## config.mk

```make
export PLATFORM = sky130hd
export DESIGN_NAME = ps2_ascii_kbd
export DESIGN_NICKNAME = d
export VERILOG_FILES = /design/src/rtl/ps2_ascii_kbd_pkg.sv /design/src/rtl/ps2_scan_to_ascii.sv /design/src/rtl/ps2_ascii_kbd.sv
export SDC_FILE = /design/constraint.sdc
export NUM_CORES = 1
export LEC_CHECK = 0
export ABC_AREA = 1
export ABC_CLOCK_PERIOD_IN_PS = 6600
export BUFFER_PORTS_ARGS = -buffer_cell sky130_fd_sc_hd__buf_2
export CORE_ASPECT_RATIO = 1.75
export CORE_MARGIN = 3
export CORE_UTILIZATION = 42
export CTS_CLUSTER_SIZE = 10
export DETAILED_ROUTE_END_ITERATION = 12
export HOLD_SLACK_MARGIN = 0.12
export PLACE_DENSITY = 0.54
export SYNTH_ARGS = -nofsm -noshare
export SYNTH_HDL_FRONTEND = slang
export SYNTH_SLANG_ARGS = --single-unit
```

## constraint.sdc

```tcl
create_clock -name i_clk -period 6.6 [get_ports i_clk]
set_input_delay 0.33 -clock i_clk [delete_from_list [all_inputs] [get_ports i_clk]]
set_output_delay 0.33 -clock i_clk [all_outputs]
set_load 0.01 [all_outputs]
```

## src/rtl/ps2_ascii_kbd_pkg.sv

```systemverilog
// rtl/ps2_ascii_kbd_pkg.sv - shared constants, receiver states and digit helper for the PS/2 ASCII keyboard
// Contents: set-2 prefix scan codes, ASCII control codes, receiver FSM encoding,
//           shifted-digit lookup used by ps2_scan_to_ascii.
package ps2_ascii_kbd_pkg;

  // Set-2 prefix / modifier scan codes
  localparam logic [7:0] SC_BREAK  = 8'hF0;
  localparam logic [7:0] SC_EXT    = 8'hE0;
  localparam logic [7:0] SC_LSHIFT = 8'h12;
  localparam logic [7:0] SC_RSHIFT = 8'h59;

  // ASCII control codes
  localparam logic [7:0] ASCII_NUL   = 8'h00;
  localparam logic [7:0] ASCII_BS    = 8'h08;
  localparam logic [7:0] ASCII_TAB   = 8'h09;
  localparam logic [7:0] ASCII_CR    = 8'h0D;
  localparam logic [7:0] ASCII_ESC   = 8'h1B;
  localparam logic [7:0] ASCII_SPACE = 8'h20;

  typedef enum logic [1:0] {
    RX_IDLE   = 2'd0,
    RX_DATA   = 2'd1,
    RX_PARITY = 2'd2,
    RX_STOP   = 2'd3
  } rx_state_t;

  // Shifted glyph of digit key d (US layout: 0..9 -> ) ! @ # $ % ^ & * ( )
  function automatic logic [7:0] shifted_digit(input logic [3:0] d);
    case (d)
      4'd0:    shifted_digit = 8'h29;
      4'd1:    shifted_digit = 8'h21;
      4'd2:    shifted_digit = 8'h40;
      4'd3:    shifted_digit = 8'h23;
      4'd4:    shifted_digit = 8'h24;
      4'd5:    shifted_digit = 8'h25;
      4'd6:    shifted_digit = 8'h5E;
      4'd7:    shifted_digit = 8'h26;
      4'd8:    shifted_digit = 8'h2A;
      4'd9:    shifted_digit = 8'h28;
      default: shifted_digit = ASCII_NUL;
    endcase
  endfunction

endpackage

```

## src/rtl/ps2_scan_to_ascii.sv

```systemverilog
// rtl/ps2_scan_to_ascii.sv - combinational set-2 make code to ASCII map
// Ports: i_code  [7:0] make code
//        i_shift       either shift key held
//        o_ascii [7:0] ASCII character, 0x00 when the code is unmapped
module ps2_scan_to_ascii
  import ps2_ascii_kbd_pkg::*;
(
  input  logic [7:0] i_code,
  input  logic       i_shift,
  output logic [7:0] o_ascii
);

  logic [7:0] w_letter;     // lowercase letter, 0 if not a letter key
  logic [3:0] w_digit;
  logic       w_digit_vld;

  always_comb begin
    w_letter = ASCII_NUL;
    case (i_code)
      8'h1C: w_letter = 8'h61; 8'h32: w_letter = 8'h62; 8'h21: w_letter = 8'h63;
      8'h23: w_letter = 8'h64; 8'h24: w_letter = 8'h65; 8'h2B: w_letter = 8'h66;
      8'h34: w_letter = 8'h67; 8'h33: w_letter = 8'h68; 8'h43: w_letter = 8'h69;
      8'h3B: w_letter = 8'h6A; 8'h42: w_letter = 8'h6B; 8'h4B: w_letter = 8'h6C;
      8'h3A: w_letter = 8'h6D; 8'h31: w_letter = 8'h6E; 8'h44: w_letter = 8'h6F;
      8'h4D: w_letter = 8'h70; 8'h15: w_letter = 8'h71; 8'h2D: w_letter = 8'h72;
      8'h1B: w_letter = 8'h73; 8'h2C: w_letter = 8'h74; 8'h3C: w_letter = 8'h75;
      8'h2A: w_letter = 8'h76; 8'h1D: w_letter = 8'h77; 8'h22: w_letter = 8'h78;
      8'h35: w_letter = 8'h79; 8'h1A: w_letter = 8'h7A;
      default: w_letter = ASCII_NUL;
    endcase
  end

  always_comb begin
    w_digit     = 4'd0;
    w_digit_vld = 1'b1;
    case (i_code)
      8'h45: w_digit = 4'd0; 8'h16: w_digit = 4'd1; 8'h1E: w_digit = 4'd2;
      8'h26: w_digit = 4'd3; 8'h25: w_digit = 4'd4; 8'h2E: w_digit = 4'd5;
      8'h36: w_digit = 4'd6; 8'h3D: w_digit = 4'd7; 8'h3E: w_digit = 4'd8;
      8'h46: w_digit = 4'd9;
      default: w_digit_vld = 1'b0;
    endcase
  end

  always_comb begin
    o_ascii = ASCII_NUL;
    if (w_letter != ASCII_NUL) begin
      o_ascii = i_shift ? (w_letter - 8'h20) : w_letter;
    end else if (w_digit_vld) begin
      o_ascii = i_shift ? shifted_digit(w_digit) : (8'h30 + {4'd0, w_digit});
    end else begin
      case (i_code)
        8'h29:   o_ascii = ASCII_SPACE;
        8'h5A:   o_ascii = ASCII_CR;
        8'h66:   o_ascii = ASCII_BS;
        8'h76:   o_ascii = ASCII_ESC;
        8'h0D:   o_ascii = ASCII_TAB;
        default: o_ascii = ASCII_NUL;
      endcase
    end
  end

endmodule

```

## src/rtl/ps2_ascii_kbd.sv

```systemverilog
// rtl/ps2_ascii_kbd.sv - PS/2 keyboard receiver, scan-code decoder and ASCII character FIFO
// Ports: i_clk, i_rst (async, active-high)
//        i_ps2_clk, i_ps2_data   raw asynchronous PS/2 lines
//        o_kbd_data [7:0]        FIFO head, 0x00 when empty
//        o_kbd_int               high while FIFO non-empty
//        i_kbd_int_ack           pops the head when o_kbd_int is high
//        o_kbd_overflow          sticky: character dropped on full FIFO
//        o_kbd_frame_err         one-cycle pulse: bad stop, parity (optional) or timeout
// Option: KBD_PARITY_CHECK_EN enables odd-parity checking of received frames.
module ps2_ascii_kbd
  import ps2_ascii_kbd_pkg::*;
#(
  parameter int TIMEOUT_CYCLES = 50000,
  parameter int FILTER_LEN     = 8,
  parameter int FIFO_DEPTH     = 4
) (
  input  logic       i_clk,
  input  logic       i_rst,
  input  logic       i_ps2_clk,
  input  logic       i_ps2_data,
  output logic [7:0] o_kbd_data,
  output logic       o_kbd_int,
  input  logic       i_kbd_int_ack,
  output logic       o_kbd_overflow,
  output logic       o_kbd_frame_err
);

  localparam int RUN_W = $clog2(FILTER_LEN + 1);
  localparam int TMO_W = $clog2(TIMEOUT_CYCLES + 1);
  localparam int PTR_W = $clog2(FIFO_DEPTH);
  localparam int CNT_W = $clog2(FIFO_DEPTH) + 1;

  // ---------------- input conditioning ----------------
  logic             r_clk_s1, r_clk_s2, r_dat_s1, r_dat_s2;
  logic             r_filt_clk;
  logic [RUN_W-1:0] r_run;
  logic             w_fall;

  always_ff @(posedge i_clk or posedge i_rst) begin
    if (i_rst) begin
      r_clk_s1   <= 1'b1;
      r_clk_s2   <= 1'b1;
      r_dat_s1   <= 1'b1;
      r_dat_s2   <= 1'b1;
      r_filt_clk <= 1'b1;
      r_run      <= '0;
    end else begin
      r_clk_s1 <= i_ps2_clk;
      r_clk_s2 <= r_clk_s1;
      r_dat_s1 <= i_ps2_data;
      r_dat_s2 <= r_dat_s1;
      // Flip the filtered level only after FILTER_LEN consecutive disagreeing samples
      if (r_clk_s2 == r_filt_clk) begin
        r_run <= '0;
      end else if (r_run == RUN_W'(FILTER_LEN - 1)) begin
        r_filt_clk <= r_clk_s2;
        r_run      <= '0;
      end else begin
        r_run <= r_run + 1'b1;
      end
    end
  end

  assign w_fall = r_filt_clk & ~r_clk_s2 & (r_run == RUN_W'(FILTER_LEN - 1));

  // ---------------- receiver FSM ----------------
  rx_state_t        r_state, w_state_n;
  logic [7:0]       r_sr, w_sr_n;
  logic [2:0]       r_bit, w_bit_n;
  logic [TMO_W-1:0] r_tmo, w_tmo_n;
  logic [7:0]       r_rx_byte, w_rx_byte_n;
  logic             r_rx_valid, w_rx_valid_n;
  logic             r_frame_err, w_frame_err_n;
  logic             w_par_ok;
`ifdef KBD_PARITY_CHECK_EN
  logic             r_par, w_par_n;
  assign w_par_ok = ^{r_sr, r_par};
`else
  assign w_par_ok = 1'b1;
`endif

  always_ff @(posedge i_clk or posedge i_rst) begin
    if (i_rst) begin
      r_state     <= RX_IDLE;
      r_sr        <= '0;
      r_bit       <= '0;
      r_tmo       <= '0;
      r_rx_byte   <= '0;
      r_rx_valid  <= 1'b0;
      r_frame_err <= 1'b0;
`ifdef KBD_PARITY_CHECK_EN
      r_par       <= 1'b0;
`endif
    end else begin
      r_state     <= w_state_n;
      r_sr        <= w_sr_n;
      r_bit       <= w_bit_n;
      r_tmo       <= w_tmo_n;
      r_rx_byte   <= w_rx_byte_n;
      r_rx_valid  <= w_rx_valid_n;
      r_frame_err <= w_frame_err_n;
`ifdef KBD_PARITY_CHECK_EN
      r_par       <= w_par_n;
`endif
    end
  end

  always_comb begin
    w_state_n     = r_state;
    w_sr_n        = r_sr;
    w_bit_n       = r_bit;
    w_rx_byte_n   = r_rx_byte;
    w_rx_valid_n  = 1'b0;
    w_frame_err_n = 1'b0;
`ifdef KBD_PARITY_CHECK_EN
    w_par_n       = r_par;
`endif
    // Timeout counter only runs inside a frame and saturates at the limit
    if (w_fall || r_state == RX_IDLE)       w_tmo_n = '0;
    else if (r_tmo != TMO_W'(TIMEOUT_CYCLES)) w_tmo_n = r_tmo + 1'b1;
    else                                     w_tmo_n = r_tmo;

    if (r_state != RX_IDLE && !w_fall && r_tmo == TMO_W'(TIMEOUT_CYCLES)) begin
      w_state_n     = RX_IDLE;
      w_frame_err_n = 1'b1;
    end else if (w_fall) begin
      case (r_state)
        RX_IDLE: begin
          if (!r_dat_s2) begin
            w_state_n = RX_DATA;
            w_bit_n   = '0;
          end
        end
        RX_DATA: begin
          w_sr_n  = {r_dat_s2, r_sr[7:1]};
          w_bit_n = r_bit + 1'b1;
          if (r_bit == 3'd7) w_state_n = RX_PARITY;
        end
        RX_PARITY: begin
`ifdef KBD_PARITY_CHECK_EN
          w_par_n = r_dat_s2;
`endif
          w_state_n = RX_STOP;
        end
        RX_STOP: begin
          if (r_dat_s2 && w_par_ok) begin
            w_rx_byte_n  = r_sr;
            w_rx_valid_n = 1'b1;
          end else begin
            w_frame_err_n = 1'b1;
          end
          w_state_n = RX_IDLE;
        end
        default: w_state_n = RX_IDLE;
      endcase
    end
  end

  assign o_kbd_frame_err = r_frame_err;

  // ---------------- prefix / shift decoder ----------------
  logic       r_brk, r_ext, r_shift_l, r_shift_r;
  logic       r_push;
  logic [7:0] r_push_char;
  logic [7:0] w_map;

  ps2_scan_to_ascii u_map (
    .i_code  (r_rx_byte),
    .i_shift (r_shift_l | r_shift_r),
    .o_ascii (w_map)
  );

  always_ff @(posedge i_clk or posedge i_rst) begin
    if (i_rst) begin
      r_brk       <= 1'b0;
      r_ext       <= 1'b0;
      r_shift_l   <= 1'b0;
      r_shift_r   <= 1'b0;
      r_push      <= 1'b0;
      r_push_char <= '0;
    end else begin
      r_push <= 1'b0;
      if (r_rx_valid) begin
        if (r_rx_byte == SC_BREAK) begin
          r_brk <= 1'b1;
        end else if (r_rx_byte == SC_EXT) begin
          r_ext <= 1'b1;
        end else if (r_rx_byte == SC_LSHIFT || r_rx_byte == SC_RSHIFT) begin
          // Extended variants of these codes are fake shifts from the keyboard
          if (!r_ext) begin
            if (r_rx_byte == SC_LSHIFT) r_shift_l <= !r_brk;
            else                        r_shift_r <= !r_brk;
          end
          r_brk <= 1'b0;
          r_ext <= 1'b0;
        end else begin
          if (!r_brk && !r_ext && w_map != ASCII_NUL) begin
            r_push      <= 1'b1;
            r_push_char <= w_map;
          end
          r_brk <= 1'b0;
          r_ext <= 1'b0;
        end
      end
    end
  end

  // ---------------- character FIFO ----------------
  logic [7:0]       r_mem [FIFO_DEPTH];
  logic [PTR_W-1:0] r_wr_ptr, r_rd_ptr, w_rd_next;
  logic [CNT_W-1:0] r_count, w_cnt_next;
  logic             r_kbd_int, r_overflow;
  logic [7:0]       r_kbd_data, w_head;
  logic             w_pop, w_full, w_push_ok, w_drop;

  assign w_pop     = r_kbd_int & i_kbd_int_ack;
  assign w_full    = (r_count == CNT_W'(FIFO_DEPTH));
  assign w_push_ok = r_push & (~w_full | w_pop);
  assign w_drop    = r_push & w_full & ~w_pop;
  assign w_rd_next = w_pop ? r_rd_ptr + 1'b1 : r_rd_ptr;

  always_comb begin
    case ({w_push_ok, w_pop})
      2'b10:   w_cnt_next = r_count + 1'b1;
      2'b01:   w_cnt_next = r_count - 1'b1;
      default: w_cnt_next = r_count;
    endcase
  end

  // The new head may be the slot written this very cycle, so bypass the memory
  assign w_head = (w_push_ok && w_rd_next == r_wr_ptr) ? r_push_char : r_mem[w_rd_next];

  always_ff @(posedge i_clk) begin
    if (w_push_ok) r_mem[r_wr_ptr] <= r_push_char;
  end

  always_ff @(posedge i_clk or posedge i_rst) begin
    if (i_rst) begin
      r_wr_ptr   <= '0;
      r_rd_ptr   <= '0;
      r_count    <= '0;
      r_kbd_int  <= 1'b0;
      r_kbd_data <= ASCII_NUL;
      r_overflow <= 1'b0;
    end else begin
      if (w_push_ok) r_wr_ptr <= r_wr_ptr + 1'b1;
      r_rd_ptr <= w_rd_next;
      r_count  <= w_cnt_next;
      if (w_drop) r_overflow <= 1'b1;
      if (w_push_ok || w_pop) begin
        r_kbd_int  <= (w_cnt_next != '0);
        r_kbd_data <= (w_cnt_next != '0) ? w_head : ASCII_NUL;
      end
    end
  end

  assign o_kbd_int      = r_kbd_int;
  assign o_kbd_data     = r_kbd_data;
  assign o_kbd_overflow = r_overflow;

endmodule

```

==> results of run 1 <==
what timing repair did:
| action | CTS | global route |
|---|---|---|
| hold buffers | 2 | 0 |
| endpoints found under the setup margin | 0 | 0 |
| endpoints found under the hold margin | 2 | 0 |
cell families after synthesis:
kind of cell,count (synthesis),synth area share [%]
and+or+nand+nor,386,28.1
buffers and inverters,119,7.95
DFF,110,47.8
AOI/OAI and AO/OA,103,9.75
adders and majority gates,26,5.45
xor gates and xnor gates,7,1.00
stage by stage:
step                      total power [W]  instance area [um^2]
after floorplan                  0.000759                  6110
after global placement           0.000769                  6330
after detailed placement         0.000770                  6330
after CTS                         0.00130                  6640
after global routing              0.00134                  6640
final                             0.00128                  6640
registers in the layout, indices dropped and copies added (netlist names), 4 cells and up:
signal       cells
r_mem           32
r_tmo           16
o_kbd_data       8
r_push_char      8
r_rx_byte        8
r_sr             8
r_run            4
metal layers:
metal / part of all wire, % / GRT usage (%)
met5: 0 / 0
met4: 2.2 / 5.94
met3: 2.0 / 2.77
met2: 57 / 35.1
met1: 39 / 17.6
path summary, 6_finish.rpt:
kind	startpoint	to	slack (ns)
max	o_kbd_int	o_kbd_data[3]	3.35
min	i_rst	r_sr[7]	0.27
max reg2reg	o_kbd_int	o_kbd_data[3]	3.35
min reg2reg	r_dat_s1	r_dat_s2	0.36
max in group asynchronous	i_rst	o_kbd_data[5]	5.68
min in group i_clk	r_dat_s1	r_dat_s2	0.36
cells in the mapped netlist, types with 8 or more instances:
cell type  count  area, um^2
a21oi_1       33         165
a32o_1         8        80.1
dfrtp_1       73        1830
edfxtp_1      32         961
ha_1          25         313
inv_1         99         372
nand2_1      207         777
nand3_1       58         290
nor2_1        69         259
nor3_1        16        80.1
o211ai_1       8        60.1
o21ai_0       45         225
power by group:
part | internal, W | switching (W)
clock network | 0.000264 | 0.000265
registers | 0.000711 | 0.00000681
logic | 0.0000119 | 0.0000254
total | 0.000988 | 0.000297
layout make-up:
type	instances	area [um^2]	area share [%]
clock buffer	9	225	3.39
clock inverter	7	65.1	0.980
inverter	105	395	5.95
multi-input combinational	522	2710	40.7
sequential	110	2920	44.0
tap	177	221	3.33
timing repair buffer	19	110	1.66
worst max-delay path, stage by stage (launching register included):
cell      delay (ns)
dfrtp_1         0.40
nand2_1         0.09
inv_1           0.09
nor4_1          0.29
inv_1           0.07
nand2_1         0.28
ha_1            0.22
inv_1           0.07
fa_1            0.38
a21oi_1         0.15
o21ai_0         0.13
xor2_1          0.17
or3_1           0.32
nand2_1         0.12
inv_1           0.16
o211ai_1        0.13
nand2_1         0.08
==> impl_metrics.py, run 1 <==
metrics = {
    "grt": {
        "grt.total_usage_pct": 17.3,
        "first_global_vias": 4738,
        "antenna_violations_before_repair": 0,
        "first_pass_grt_wire_length_mm": 22.3,
        "global_route.overflow_total": 0,
        "grt_max_degree": 79,
    },
    "worst_setup_path": {
        "worstPathRequired_ns": 6.84,
        "setup.worst_path.start_class": "register",
        "worstSetupPathType": "register to register",
        "end_kind": "register",
        "critPathArrivalTime_ns": 3.49,
        "timing.critical_path.fanout_max": 10,
        "worst-r2r-cell-count": 16,
    },
    "die": {
        "start_util_pct": 43.5,
        "die_y_um": 166,
        "floorplan.io_pins": 16,
        "die_area_mm2": 0.0161,
        "chipWidth_um": 97.2,
        "placementRows": 57,
        "core_region_area_mm2": 0.0140,
    },
    "yosys": {
        "synthesis.area_per_instance_um2": 8.14,
        "netlist_instances": 751,
        "synth-seq-cells": 110,
        "mapped_cell_area_mm2": 0.00611,
        "synth.yosys.warnings": 0,
        "syn_nets": 782,
        "synth_cell_type_count": 43,
        "synth-edff-count": 32,
        "ys_seq_area_share_pct": 47.8,
        "ys_dominant_reg_cell": "dfrtp_1",
        "async_flop_share_pct": 70.9,
    },
    "final_layout": {
        "area_growth_syn_to_layout_pct": 8.70,
        "post-route-util_pct": 47.3,
        "layout_common_cells": "nand2_1 (207), inv_1 (98), dfrtp_1 (73)",
        "num-fill-cells": 1362,
        "instances_no_fill": 949,
        "final_layout_size_suffix_gt1_share_pct": 8.81,
        "layout.nets": 798,
        "layout_commonest_cell": "nand2_1",
        "num_antenna_cells": 0,
    },
    "power": {
        "irDropWorstVdd_v": 0.000153,
        "power.leakage_nw": 3.34,
        "power_density_mw_per_mm2": 193,
    },
    "clocking": {
        "post_cts_buffers": 0,
        "clk_pin_slew_worst_setup_hold_paths_ns": 0.08,
        "cts_tree": "built",
        "cts_buffer_depth": 2,
        "tritoncts_num_sinks": 110,
        "postCtsResizedCells": 0,
        "cts-root-buf": "clkbuf_16",
        "cts_buffers": 9,
        "h-tree-depth": 3,
        "worst_skew_pair.late_latency_ns": 0.35,
    },
    "sta": {
        "final_min_period_over_clock_period_pct": 49.3,
        "slew_headroom_pct": 33.2,
        "fin_worst_hold_slack_ns": 0.270,
        "hold_viol": 0,
        "max_freq_ghz": 0.307,
        "final_setup_violation_count": 0,
        "clock_skew_ns": 0.0116,
        "worstMarginPinSlew_ns": 1.00,
        "timing.final.crit_period_ns": 3.25,
        "postLayoutSetupSlackWorst_ns": 3.35,
        "finalMaxSlewViolations": 0,
        "grt_setup_unrepaired": "false",
        "setup_tns_ns": 0,
    },
    "place": {
        "port_buffers": 15,
        "detailedPlacementHpwl_mm": 10.2,
        "post-place-ws_ns": 3.29,
        "post-place-cells": 931,
        "finalWeightedCongestion": 0.857,
    },
    "route": {
        "detail_route.vias_per_cell": 5.13,
        "number_of_antenna_violating_nets_in_the_routed_design": 0,
        "drcViolationCount": 0,
        "routed_wire_length_per_instance_um": 14.3,
        "detailedRoute.firstPassIterationCount": 4,
        "dr.first_iter.drc_count": 195,
        "route.vias.total": 4870,
        "wirelength_mm": 13.6,
    },
    "flow_run": {
        "maxCapViolations": 0,
    },
    "worst_hold_path": {
        "timing.hold.worst.class": "input pin to asynchronous set/reset pin",
    },
    "outcome": {
        "outcome": "completed",
    },
}
Power figures use the tool's default switching activity.
==> inputs of run 2 (changes only) <==
--- a/config.mk
+++ b/config.mk
@@ -5,8 +5,8 @@
 export SDC_FILE = /design/constraint.sdc
 export NUM_CORES = 1
 export LEC_CHECK = 0
-export ABC_AREA = 1
-export ABC_CLOCK_PERIOD_IN_PS = 6600
+export ABC_AREA = 0
+export ABC_CLOCK_PERIOD_IN_PS = 2900
 export BUFFER_PORTS_ARGS = -buffer_cell sky130_fd_sc_hd__buf_2
 export CORE_ASPECT_RATIO = 1.75
 export CORE_MARGIN = 3
@@ -14,7 +14,7 @@
 export CTS_CLUSTER_SIZE = 10
 export DETAILED_ROUTE_END_ITERATION = 12
 export HOLD_SLACK_MARGIN = 0.12
-export PLACE_DENSITY = 0.54
+export PLACE_DENSITY = 0.57
 export SYNTH_ARGS = -nofsm -noshare
 export SYNTH_HDL_FRONTEND = slang
 export SYNTH_SLANG_ARGS = --single-unit
==> constraint.sdc (replaced) <==
create_clock -name i_clk -period 2.9 [get_ports i_clk]
set_input_delay 0.145 -clock i_clk [delete_from_list [all_inputs] [get_ports i_clk]]
set_output_delay 0.145 -clock i_clk [all_outputs]
set_load 0.01 [all_outputs]
==> run 2 against run 1 <==
Compared with the run above:
- critical path depth is 5 lower
- worst setup slack worse by 3.4 ns
- the run now ends with negative setup slack left
- largest cell class is now multi-input gates
- clock skew is 0.0047 ns lower
- sequential power is 130% higher
- cell count is 17% lower
==> impl_metrics.py, run 2 <==
metrics = {
    "die": {
        "die_area_mm2": 0.0156,
        "die_y_um": 163,
        "placementRows": 56,
        "chipWidth_um": 95.8,
        "start_util_pct": 43.6,
        "floorplan.io_pins": 16,
        "core_region_area_mm2": 0.0136,
    },
    "flow_run": {
        "maxCapViolations": 0,
    },
    "route": {
        "dr.first_iter.drc_count": 172,
        "detailedRoute.firstPassIterationCount": 4,
        "routed_wire_length_per_instance_um": 17.3,
        "wirelength_mm": 13.6,
        "drcViolationCount": 0,
        "number_of_antenna_violating_nets_in_the_routed_design": 0,
        "route.vias.total": 4366,
        "detail_route.vias_per_cell": 5.53,
    },
    "clocking": {
        "cts_buffers": 9,
        "worst_skew_pair.late_latency_ns": 0.35,
        "cts_buffer_depth": 2,
        "cts_tree": "built",
        "tritoncts_num_sinks": 110,
        "h-tree-depth": 3,
        "clk_pin_slew_worst_setup_hold_paths_ns": 0.07,
        "cts-root-buf": "clkbuf_16",
    },
    "power": {
        "power_density_mw_per_mm2": 403,
        "power.leakage_nw": 3.12,
        "irDropWorstVdd_v": 0.000306,
    },
    "worst_setup_path": {
        "worstPathRequired_ns": 3.13,
        "end_kind": "register",
        "setup.worst_path.start_class": "register",
        "timing.critical_path.fanout_max": 8,
        "critPathArrivalTime_ns": 3.16,
        "worstSetupPathType": "register to register",
    },
    "grt": {
        "global_route.overflow_total": 0,
        "grt_max_degree": 43,
        "grt.total_usage_pct": 18.6,
        "antenna_violations_before_repair": 0,
        "first_global_vias": 4588,
        "first_pass_grt_wire_length_mm": 22.3,
    },
    "yosys": {
        "synthMostInstantiatedCell": "dfrtp_1",
        "synth-compound-area-share_pct": 11.5,
        "synth_cell_type_count": 69,
        "largest_family_of_logic_cells_by_synthesized_area": "simple AND/OR/NAND/NOR gates",
        "synth-adder-area-share_pct": 5.62,
        "synth-edff-count": 32,
        "ys_dominant_reg_cell": "dfrtp_1",
        "post_synth_most_frequent_cells": "dfrtp_1 (73), nor2_1 (44), nand2_1 (43)",
        "synth-seq-cells": 110,
        "yosys.area.top_type_share_pct": 30.8,
        "synth.yosys.warnings": 0,
        "mapped_cell_area_mm2": 0.00592,
        "parity_gate_share_of_the_synthesized_area_counting_xor_and_xnor_cells_pct": 3.55,
        "cell_types_with_the_largest_area_share_after_synthesis": "dfrtp_1 (31%), edfxtp_1 (16%), ha_1 (5.3%)",
        "async_flop_share_pct": 70.9,
        "netlist_instances": 540,
        "ys_seq_area_share_pct": 49.3,
        "synthesis.area_per_instance_um2": 11.0,
        "syn_nets": 571,
        "synthMuxAreaShare_pct": 10.1,
        "synth_simple_gate_area_share_pct": 15.7,
        "synth_top_cell_by_area": "dfrtp_1",
    },
    "sta": {
        "timing.final.crit_period_ns": 2.93,
        "max_freq_ghz": 0.341,
        "postLayoutSetupSlackWorst_ns": -0.0330,
        "final_min_period_over_clock_period_pct": 101,
        "finalMaxSlewViolations": 0,
        "fin_worst_hold_slack_ns": 0.316,
        "hold_viol": 0,
        "slew_headroom_pct": 50.9,
        "clock_skew_ns": 0.00690,
        "final_setup_violation_count": 4,
        "worstMarginPinSlew_ns": 0.736,
        "grt_setup_unrepaired": "true",
    },
    "place": {
        "port_buffers": 15,
        "detailedPlacementHpwl_mm": 10.3,
        "post-place-ws_ns": -0.114,
        "finalWeightedCongestion": 0.949,
    },
    "final_layout": {
        "layout_commonest_cell": "dfrtp_1",
        "multi_input_area_mm2": 0.00302,
        "biggest_registers_after_layout": "r_mem: 32 flops, r_tmo: 16 flops",
        "num-fill-cells": 1207,
        "layout.nets": 642,
        "final_layout_size_suffix_gt1_share_pct": 30.0,
        "seqCellArea_mm2": 0.00292,
        "top_register": "r_mem",
        "num_antenna_cells": 0,
        "largest_reg_flops": 32,
        "layout_common_cells": "dfrtp_1 (71), buf_4 (58), nand2_1 (42), nor2_1 (42), edfxtp_1 (32)",
        "area_growth_syn_to_layout_pct": 21.3,
    },
    "outcome": {
        "outcome": "finished with violations",
        "violations_in_the_final_reports": "negative setup slack",
    },
    "worst_hold_path": {
        "timing.hold.worst.class": "input pin to register",
    },
}
==> run 2: cell count changes after synthesis, sizes merged, moves of 9 or more <==
cell	delta
and3	+10
mux2i	+11
inv	-73
nor2	-35
xnor2	+9
o21ai	-16
mux2	+26
nand3	-39
nand2	-171
nor3	-9
==> run 2: final timing paths <==
check | startpoint | endpoint | slack, ns | cells after the start
hold reg to reg | r_dat_s1 | r_dat_s2 | 0.36 | 0
min in group asynchronous | i_rst | r_tmo[13] | 0.44 | 3
max in group asynchronous | i_rst | r_clk_s2 | 1.70 | 4
hold / removal | i_kbd_int_ack | o_kbd_overflow | 0.32 | 4
setup reg to reg | r_rx_byte[1] | r_push_char[2] | -0.03 | 11
setup / recovery | r_rx_byte[1] | r_push_char[2] | -0.03 | 11
==> run 2: cell type report <==
| cell class | count | area share, % |
|---|---|---|
| Clock buffer | 11 | 3.52 |
| Clock inverter | 5 | 0.574 |
| Inverter | 31 | 1.67 |
| Multi-Input combinational cell | 377 | 41.9 |
| Sequential cell | 110 | 40.6 |
| Tap cell | 174 | 3.03 |
| Timing Repair Buffer | 82 | 8.62 |
==> run 2: where the power goes <==
| group | switching [W] | leakage [nW] | internal, W |
|---|---|---|---|
| Sequential | 0.0000132 | 1.42 | 0.00161 |
| Clock | 0.000569 | 0.144 | 0.000640 |
| Combinational | 0.0000393 | 1.55 | 0.0000269 |
==> run 2: per-stage QoR <==
stage                     cells  total power, W  util [%]  area (um^2)  setup TNS (ns)
after floorplan             540         0.00170         -         6040         -0.0905
final                       790         0.00290      52.9         7190          -0.112
after detailed placement    763         0.00172      48.6         6610          -0.528
after CTS                   787         0.00294      52.2         7090         -0.0244
after global placement      763         0.00172      48.6         6610          -0.370
after global routing        790         0.00303      52.9         7190          -0.951
==> run 2: worst max-delay path: stages, from the launching register on <==
cell and delay [ns]:
dfrtp_2 0.43, inv_4 0.08, ha_4 0.19, mux2_4 0.27
a21oi_2 0.15, o21ai_1 0.10, a32oi_2 0.33, and3_4 0.28
nand2b_4 0.06, mux2_4 0.32, a21oi_4 0.27, mux2_4 0.33
==> run 2: logic make-up (layout without fill, tap and decap cells) <==
kind of cell,count (synthesis),count (layout)
DFF,110,110
buffers and inverters,53,129
muxes,45,45
AOI/OAI and AO/OA,103,103
xor gates and xnor gates,24,24
adders and majority gates,26,26
and+or+nand+nor,179,179
==> run 2: repair_timing <==
action	4_1_cts	5_1_grt
hold buffers	3	0
gates resized for setup	24	20
setup endpoints to repair	6	16
endpoints found under the hold margin	41	0
setup buffers	5	2
cloned	0	1
pin swaps	4	6
==> run 2: layer usage <==
layer	global-route usage (%)	share of wire [%]	vias to the layer above	wire (um)
met2	34.3	56	82	7650
met4	10.9	5.1	0	694
met1	18.8	37	2151	4980
met3	3.09	2.3	49	317
met5	0	0	-	0
li1	-	-	2084	-
